**src/rtl/disp_pkg.sv**
```systemverilog
// Shared constants for the digit entry / seven-segment display slice.
// Segment patterns are active-low, bit order {g,f,e,d,c,b,a}.
package disp_pkg;

  localparam int NUM_DIGITS = 4;
  localparam int DIGIT_W    = 4;
  localparam int SEG_W      = 7;

  localparam logic [SEG_W-1:0] SEG_BLANK = 7'b1111111;
  localparam logic [SEG_W-1:0] SEG_0     = 7'b1000000;
  localparam logic [SEG_W-1:0] SEG_1     = 7'b1111001;
  localparam logic [SEG_W-1:0] SEG_2     = 7'b0100100;
  localparam logic [SEG_W-1:0] SEG_3     = 7'b0110000;
  localparam logic [SEG_W-1:0] SEG_4     = 7'b0011001;
  localparam logic [SEG_W-1:0] SEG_5     = 7'b0010010;
  localparam logic [SEG_W-1:0] SEG_6     = 7'b0000010;
  localparam logic [SEG_W-1:0] SEG_7     = 7'b1111000;
  localparam logic [SEG_W-1:0] SEG_8     = 7'b0000000;
  localparam logic [SEG_W-1:0] SEG_9     = 7'b0010000;

  // Blink phase of the selected digit: shown or blanked.
  typedef enum logic {
    PH_SHOW  = 1'b0,
    PH_BLANK = 1'b1
  } blink_ph_e;

endpackage

```
**src/rtl/seg7_decoder.sv**
```systemverilog
// BCD to active-low seven-segment decoder.
//   bcd : 4-bit BCD digit
//   seg : segments {g,f,e,d,c,b,a}, active-low; non-BCD codes give blank
module seg7_decoder
  import disp_pkg::*;
(
  input  logic [DIGIT_W-1:0] bcd,
  output logic [SEG_W-1:0]   seg
);

  always_comb begin
    seg = SEG_BLANK;
    case (bcd)
      4'd0:    seg = SEG_0;
      4'd1:    seg = SEG_1;
      4'd2:    seg = SEG_2;
      4'd3:    seg = SEG_3;
      4'd4:    seg = SEG_4;
      4'd5:    seg = SEG_5;
      4'd6:    seg = SEG_6;
      4'd7:    seg = SEG_7;
      4'd8:    seg = SEG_8;
      4'd9:    seg = SEG_9;
      default: seg = SEG_BLANK;
    endcase
  end

endmodule

```
**src/rtl/digit_entry_display.sv**
```systemverilog
// Digit entry register with multiplexed 4-digit seven-segment display.
// The rising edge of load writes sw into digit {sel_2,sel_1}; non-BCD
// values are rejected with a one-cycle err pulse. The selected digit blinks.
//   clk, reset_n : clock, asynchronous active-low reset
//   sel_1, sel_2 : digit select (LSB, MSB)
//   load         : write request level, edge-detected
//   sw           : value to write
//   digits       : stored digits, digit k at [4k+3:4k]
//   an           : anode enables, active-low, one-hot-low
//   seg          : segments {g,f,e,d,c,b,a}, active-low
//   err          : one-cycle pulse on a rejected write
module digit_entry_display
  import disp_pkg::*;
#(
  parameter int REFRESH_DIV = 100000,
  parameter int BLINK_DIV   = 25000000
) (
  input  logic                          clk,
  input  logic                          reset_n,
  input  logic                          sel_1,
  input  logic                          sel_2,
  input  logic                          load,
  input  logic [DIGIT_W-1:0]            sw,
  output logic [NUM_DIGITS*DIGIT_W-1:0] digits,
  output logic [NUM_DIGITS-1:0]         an,
  output logic [SEG_W-1:0]              seg,
  output logic                          err
);

  localparam int RW = (REFRESH_DIV > 1) ? $clog2(REFRESH_DIV) : 1;
  localparam int BW = (BLINK_DIV > 1) ? $clog2(BLINK_DIV) : 1;
  localparam logic [RW-1:0] REF_LAST   = RW'(REFRESH_DIV - 1);
  localparam logic [BW-1:0] BLINK_LAST = BW'(BLINK_DIV - 1);

  logic            load_q;
  logic            write_evt;
  logic            sw_ok;
  logic [1:0]      sel_idx;
  logic [RW-1:0]   ref_cnt;
  logic [BW-1:0]   blink_cnt;
  blink_ph_e       blink_ph;
  logic [1:0]      scan;
  logic [DIGIT_W-1:0] scan_digit;
  logic [SEG_W-1:0]   dec_seg;

  assign sel_idx    = {sel_2, sel_1};
  assign write_evt  = load & ~load_q;
  assign sw_ok      = (sw <= 4'd9);
  assign scan_digit = digits[int'(scan)*DIGIT_W +: DIGIT_W];

  seg7_decoder u_dec (
    .bcd (scan_digit),
    .seg (dec_seg)
  );

  // load_q resets high so a load level held through reset release is not
  // mistaken for a rising edge.
  always_ff @(posedge clk or negedge reset_n) begin
    if (!reset_n) begin
      load_q <= 1'b1;
      digits <= '0;
      err    <= 1'b0;
    end else begin
      load_q <= load;
      err    <= write_evt & ~sw_ok;
      if (write_evt && sw_ok)
        digits[int'(sel_idx)*DIGIT_W +: DIGIT_W] <= sw;
    end
  end

  always_ff @(posedge clk or negedge reset_n) begin
    if (!reset_n) begin
      ref_cnt <= '0;
      scan    <= '0;
    end else if (ref_cnt == REF_LAST) begin
      ref_cnt <= '0;
      scan    <= scan + 2'd1;
    end else begin
      ref_cnt <= ref_cnt + 1'b1;
    end
  end

  always_ff @(posedge clk or negedge reset_n) begin
    if (!reset_n) begin
      blink_cnt <= '0;
      blink_ph  <= PH_SHOW;
    end else if (blink_cnt == BLINK_LAST) begin
      blink_cnt <= '0;
      blink_ph  <= (blink_ph == PH_SHOW) ? PH_BLANK : PH_SHOW;
    end else begin
      blink_cnt <= blink_cnt + 1'b1;
    end
  end

  // Registered display drive: one cycle behind scan index and digit contents.
  always_ff @(posedge clk or negedge reset_n) begin
    if (!reset_n) begin
      an  <= '1;
      seg <= SEG_BLANK;
    end else begin
      an  <= ~(NUM_DIGITS'(1) << scan);
      seg <= (blink_ph == PH_BLANK && scan == sel_idx) ? SEG_BLANK : dec_seg;
    end
  end

endmodule
```
**config.mk**
```make
export PLATFORM = sky130hd
export DESIGN_NAME = digit_entry_display
export DESIGN_NICKNAME = d
export VERILOG_FILES = /design/src/rtl/disp_pkg.sv /design/src/rtl/seg7_decoder.sv /design/src/rtl/digit_entry_display.sv
export SDC_FILE = /design/constraint.sdc
export NUM_CORES = 1
export LEC_CHECK = 0
export ABC_AREA = 1
export CAP_MARGIN = 25
export CORE_UTILIZATION = 35
export DETAILED_ROUTE_END_ITERATION = 8
export PLACE_DENSITY = 0.53
export REMOVE_ABC_BUFFERS = 1
export SLEW_MARGIN = 0
export SYNTH_ARGS = -nofsm -noshare
export SYNTH_HDL_FRONTEND = slang
export SYNTH_SLANG_ARGS = --single-unit
```
**constraint.sdc**
```tcl
create_clock -name clk -period 1.8 [get_ports clk]
set_input_delay 0.36 -clock clk [delete_from_list [all_inputs] [get_ports clk]]
set_output_delay 0.36 -clock clk [all_outputs]
set_load 0.02 [all_outputs]
```
==> results of run 1 <==
==> synthesized netlist by cell type, drive strengths merged <==
cell type	number	area, µm²
o211ai	2	15.0
dfrtp	62	1550
xnor2	3	26.3
nand2	145	559
xor2	19	166
nor3	13	76.3
nand3	45	235
buf	1	7.51
ha	16	200
dfstp	12	315
nand4	15	93.8
o21bai	2	15.0
o21ai	24	120
nand3b	1	7.51
inv	72	270
nor2	86	345
clkbuf	2	7.51
a21oi	5	36.3
==> layer usage <==
layer	vias to the layer above	wire length (µm)	GRT usage, %	share of wire, %
li1	1770	-	-	-
met1	1620	4700	24.0	49
met2	82	4180	26.4	44
met3	16	463	4.68	4.9
met4	0	167	6.67	1.8
met5	-	0	0	0
==> power breakdown <==
group	switching, W	leakage (nW)	total (W)	internal [W]
combinational	0.000221	1.34	0.000366	0.000145
clock	0.000670	0.143	0.00171	0.00104
sequential	0.0000395	0.957	0.00177	0.00173
==> state kept, by name, indices dropped and copies added (netlist names) <==
signal / count
scan: 2
an: 4
digits: 16
seg: 7
err: 1
ref_cnt: 17
blink_ph: 1
load_q: 1
blink_cnt: 25
==> kinds of logic after synthesis <==
| group | count (synthesis) | share of synthesized area, % |
|---|---|---|
| adders and majority gates | 16 | 4.94 |
| xor gates and xnor gates | 22 | 4.76 |
| buffers and inverters | 75 | 7.05 |
| AOI/OAI and AO/OA | 33 | 4.60 |
| and+or+nand+nor | 305 | 32.5 |
| DFF | 74 | 46.1 |
==> final timing paths <==
path,end,from,cells past startpoint
min in group clk,ref_cnt[0]$_DFF_PN0_,ref_cnt[0]$_DFF_PN0_,1
worst max-delay path,digits[1],digits[1]$_DFFE_PN0P_,1
max in group asynchronous,seg[0]$_DFF_PN1_,reset_n,2
worst min-delay path,blink_cnt[24]$_DFF_PN0_,reset_n,2
worst max register to register,seg[0]$_DFF_PN1_,scan[0]$_DFFE_PN0N_,10
worst min register to register,ref_cnt[0]$_DFF_PN0_,ref_cnt[0]$_DFF_PN0_,1
==> timing repair <==
action | CTS | global route
hold buffers | 0 | 0
gates resized for setup | 11 | 0
setup endpoints to repair | 11 | 0
==> through the flow <==
stage               instance area [µm²]  power, W  worst slack, ns
detailed placement                 4710   0.00217          -0.0304
global placement                   4710   0.00217          -0.0120
CTS                                4980   0.00389           0.0383
floorplan                          4030   0.00195            0.293
global route                       4980   0.00400          0.00638
finish                             4980   0.00385           0.0440
==> layout make-up <==
type	instances	area (µm²)	area share (%)
tap	140	175	3.52
sequential	74	1870	37.5
clock buffer	14	274	5.50
multi-input combinational	376	1900	38.1
inverter	72	270	5.42
clock inverter	2	10.0	0.201
timing repair buffer	52	489	9.82
==> qor.yml, run 1 <==
period_needed_ns: 1.76
fp.dieH_um: 110
die_area_um2: 12000
synthCells: 525
leakagePower_nw: 2.44
ys_seq_area_share_pct: 46.1
grt_pass1_wl_mm: 15.8
hpwl_mm: 6.98
boundaryPins: 37
diodes: 0
h-tree-depth: 3
drv_cap: 0
final_cells: 730
timing.hold.ws_ns: 0.0210
worst_ep_required_time_ns: 1.44
path_clk_slew_ns: 0.06
path_class: "flop to output port"
utilization_pct: 45.2
cts-root-buf: "clkbuf_16"
drt_iter0_drc: 215
hp-class: "primary input to async pin"
crit_family: "buffers and inverters"
synth_cell_types: 26
place_inst: 714
port_buffers: 36
wirelength_mm: 9.52
cts_buffer_depth: 2
groute.usage.overall_pct: 17.5
final_hold_viol_count: 0
die_width_um: 110
slew_headroom_pct: 72.8
slew_violations: 0
crit_chain: "clkdlybuf4s50_1"
syn_avg_cell_area_um2: 7.71
wl_per_cell_um: 13.0
crit_path_start_kind: "flop"
num_rows: 38
power.density_nw_per_um2: 772
grt_max_degree: 75
worstSkewPairLatency_ns: 0.34
postCtsSetupRepairBufs: 0
n_fill_cell: 1157
grt_overflow_total: 0
yosysWarnings: 0
grt_pass1_vias: 3271
run_status: "finished, final reports clean"
synthToLayoutAreaGrowth_pct: 23.1
peakVddDrop_mv: 0.472
arrival_ns: 1.40
cts_tree: "done"
finalClockSkew_ns: 0.00762
final_nets: 610
synth-seq-cells: 74
critPathBufInv: 1
rsz0062_at_grt: "false"
numCtsBuffers: 9
drive_gt1_share_pct: 12.0
final_common_cell: "nand2_1"
syn_area_um2: 4050
cts_sinks: 74
fmax_mhz: 569
antenna_found_initial: 0
core-area_um2: 11000
reg2reg_slack_ns: 0.18
cp_max_fo: 3
ant_nets: 0
dr.pass1.iters: 4
start_util_pct: 36.7
cp-end-kind: "output port"
routabilityCongestion: 0.856
routed-via-count: 3488
fin_crit_sh_pct: 97.6
cp_slowest_stage_delay_ns: 0.64
tightest_slew_ns: 0.408
drc_errors: 0
finalSetupViolations: 0
layout_common_cells: "nand2_1, nor2_1, dfrtp_1, inv_1, nand3_1"
setup_tns_ns: 0
slowest_stage: "clkdlybuf4s50_1"
via_per_inst: 4.78
No activity file was read; power rests on OpenSTA's default activity.
==> inputs of run 2 (changes only) <==
HOLD_SLACK_MARGIN = 0.05   (was not set)
==> run 2 against run 1 <==
Compared with the run above:
- final cell count rose by 0.14%
- critical path depth unchanged
- sequential share of layout area is 0.075 points lower
- sequential power hardly changed
- critical path type unchanged
- critical endpoint is now digits[7]
==> qor.yml, run 2 (same netlist as run 1, synthesis figures left out) <==
run_status: "finished, final reports clean"
critPathBufInv: 1  # unchanged
worst_ep_required_time_ns: 1.44  # about the same
largest-register: "blink_cnt"
cts-root-buf: "clkbuf_16"
cp-end-kind: "output port"
ant_nets: 0  # unchanged
reg2reg_slack_ns: 0.20  # +0.02 ns
die_width_um: 110  # unchanged
rsz0062_at_grt: "false"
utilization_pct: 45.3  # +0.091 points
slew_violations: 0  # unchanged
place_inst: 714  # unchanged
grt_pass1_wl_mm: 15.8  # unchanged
cp_slowest_stage_delay_ns: 0.63  # about the same
drc_errors: 0  # unchanged
num_rows: 38  # unchanged
crit_chain: "clkdlybuf4s50_1"
antenna_found_initial: 0  # unchanged
start_util_pct: 36.7  # unchanged
wl_per_cell_um: 12.9  # -1.2%
cp_max_fo: 3  # unchanged
cts_buffer_depth: 2  # unchanged
dr.pass1.iters: 5  # +1
whs_path_depth: 1
p_total_w: 0.00385  # about the same
die_area_um2: 12000  # unchanged
cp-startpoint: "digits[7]$_DFFE_PN0P_"
ff2ff_path_depth: 10  # unchanged
period_needed_ns: 1.75  # -0.00756 ns
numCtsBuffers: 9  # unchanged
port_buffers: 36  # unchanged
worstSkewPairLatency_ns: 0.34  # about the same
core-area_um2: 11000  # unchanged
boundaryPins: 37  # unchanged
cts_tree: "done"
worstReg2RegEnd: "seg[6]$_DFF_PN1_"
grt_max_degree: 75  # unchanged
top_regs: "blink_cnt: 25 flops, ref_cnt: 17 flops, digits: 16 flops"
grt_pass1_vias: 3274  # +0.092%
leakagePower_nw: 2.45  # +0.17%
drv_cap: 0  # unchanged
routed-via-count: 3486  # -0.057%
layout_common_cells: "nand2_1, nor2_1, dfrtp_1, inv_1, nand3_1"
pre_cts_ws_ns: -0.0304  # unchanged
drt_iter0_drc: 196  # -8.8%
largest_reg_flops: 25  # unchanged
peakVddDrop_mv: 0.470  # -0.45%
cts_sinks: 74  # unchanged
hpwl_mm: 6.98  # unchanged
crit_family: "buffers and inverters"
arrival_ns: 1.39  # about the same
h-tree-depth: 3  # unchanged
r2r_start: "scan[0]$_DFFE_PN0N_"
final_common_cell: "nand2_1"
placed_cell_area_um2: 4710  # unchanged
fin_crit_sh_pct: 97.1  # -0.42 points
diodes: 0  # unchanged
fp.dieH_um: 110  # unchanged
final_nets: 611  # +0.16%
postCtsSetupRepairBufs: 0  # unchanged
wirelength_mm: 9.42  # -1.0%
final_hold_viol_count: 0  # unchanged
tightest_slew_ns: 0.404  # -0.00445 ns
path_class: "flop to output port"
finalClockSkew_ns: 0.00739  # -0.000232 ns
hp-class: "flop to flop"
routabilityCongestion: 0.856  # unchanged
final_cells: 731  # +0.14%
power.density_nw_per_um2: 771  # -0.17%
groute.usage.overall_pct: 17.5  # unchanged
whs_endpoint: "ref_cnt[0]$_DFF_PN0_"
via_per_inst: 4.77  # -0.19%
grt_overflow_total: 0  # unchanged
drive_gt1_share_pct: 12.0  # -0.020 points
min-delay-start: "ref_cnt[0]$_DFF_PN0_"
finalSetupViolations: 0  # unchanged
crit_path_start_kind: "flop"
slew_headroom_pct: 73.1  # +0.30 points
synthToLayoutAreaGrowth_pct: 23.3
fin_area_um2: 4990  # +0.20%
layout_setup_ws_ns: 0.0515  # +0.00756 ns
path_clk_slew_ns: 0.06  # about the same
fmax_mhz: 572  # +0.43%
slowest_stage: "clkdlybuf4s50_1"
run 2: how the worst max path moves through the flow:
stage | to | slack, ns | depth (start not counted)
after floorplan | seg[5]$_DFF_PN1_ | 0.29 | 8
after global placement | digits[3]$_DFFE_PN0P_ | -0.01 | 7
after detailed placement | digits[11]$_DFFE_PN0P_ | -0.03 | 6
after CTS | digits[0] | 0.04 | 1
after global routing | digits[1] | 0.006 | 1
final | digits[7] | 0.05 | 1
run 2: area by class of cell:
| class | instances | area, µm² |
|---|---|---|
| Fill cell | 1156 | 6040 |
| Multi-Input combinational cell | 376 | 1900 |
| Sequential cell | 74 | 1870 |
| Timing Repair Buffer | 53 | 499 |
| Clock buffer | 14 | 274 |
| Inverter | 72 | 270 |
| Tap cell | 140 | 175 |
| Clock inverter | 2 | 10.0 |
run 2: where the power goes:
group	total, W	internal (W)	switching [W]
Sequential	0.00177	0.00173	0.0000389
Clock	0.00171	0.00104	0.000671
Combinational	0.000367	0.000147	0.000220
Total	0.00385	0.00292	0.000931
run 2: stage by stage:
| stage | hold slack (ns) | setup TNS [ns] |
|---|---|---|
| CTS | 0.449 | 0 |
| detailed placement | 0.408 | -0.102 |
| global route | 0.470 | 0 |
| global placement | 0.407 | -0.0120 |
| floorplan | 0.0644 | 0 |
| finish | 0.453 | 0 |
run 2: what timing repair did:
item                                    4_1_cts  5_1_grt
gates resized for setup                      11        0
hold buffers                                  1        0
hold endpoints to repair                     15        0
endpoints found under the setup margin       11        0
run 2: routing by layer:
metal,track usage [%],part of all wire (%),up-vias
li1,-,-,1773
met1,24.0,49,1612
met2,26.4,44,86
met3,4.68,5.2,15
met4,6.67,1.7,0
met5,0,0,-
run 2: worst register-to-register path: cells and delay by family, from the launching register on:
kind / cells / cell delay, ns
flops: 1 / 0.45
buf+inv: 2 / 0.27
fa+ha+maj: 1 / 0.23
simple gates: 7 / 0.58
==> inputs of run 3 (changes only) <==
CAP_MARGIN = 40   (was 25)
==> results of run 3 <==
The final DEF is identical to that of run 2; final timing and power are the same.
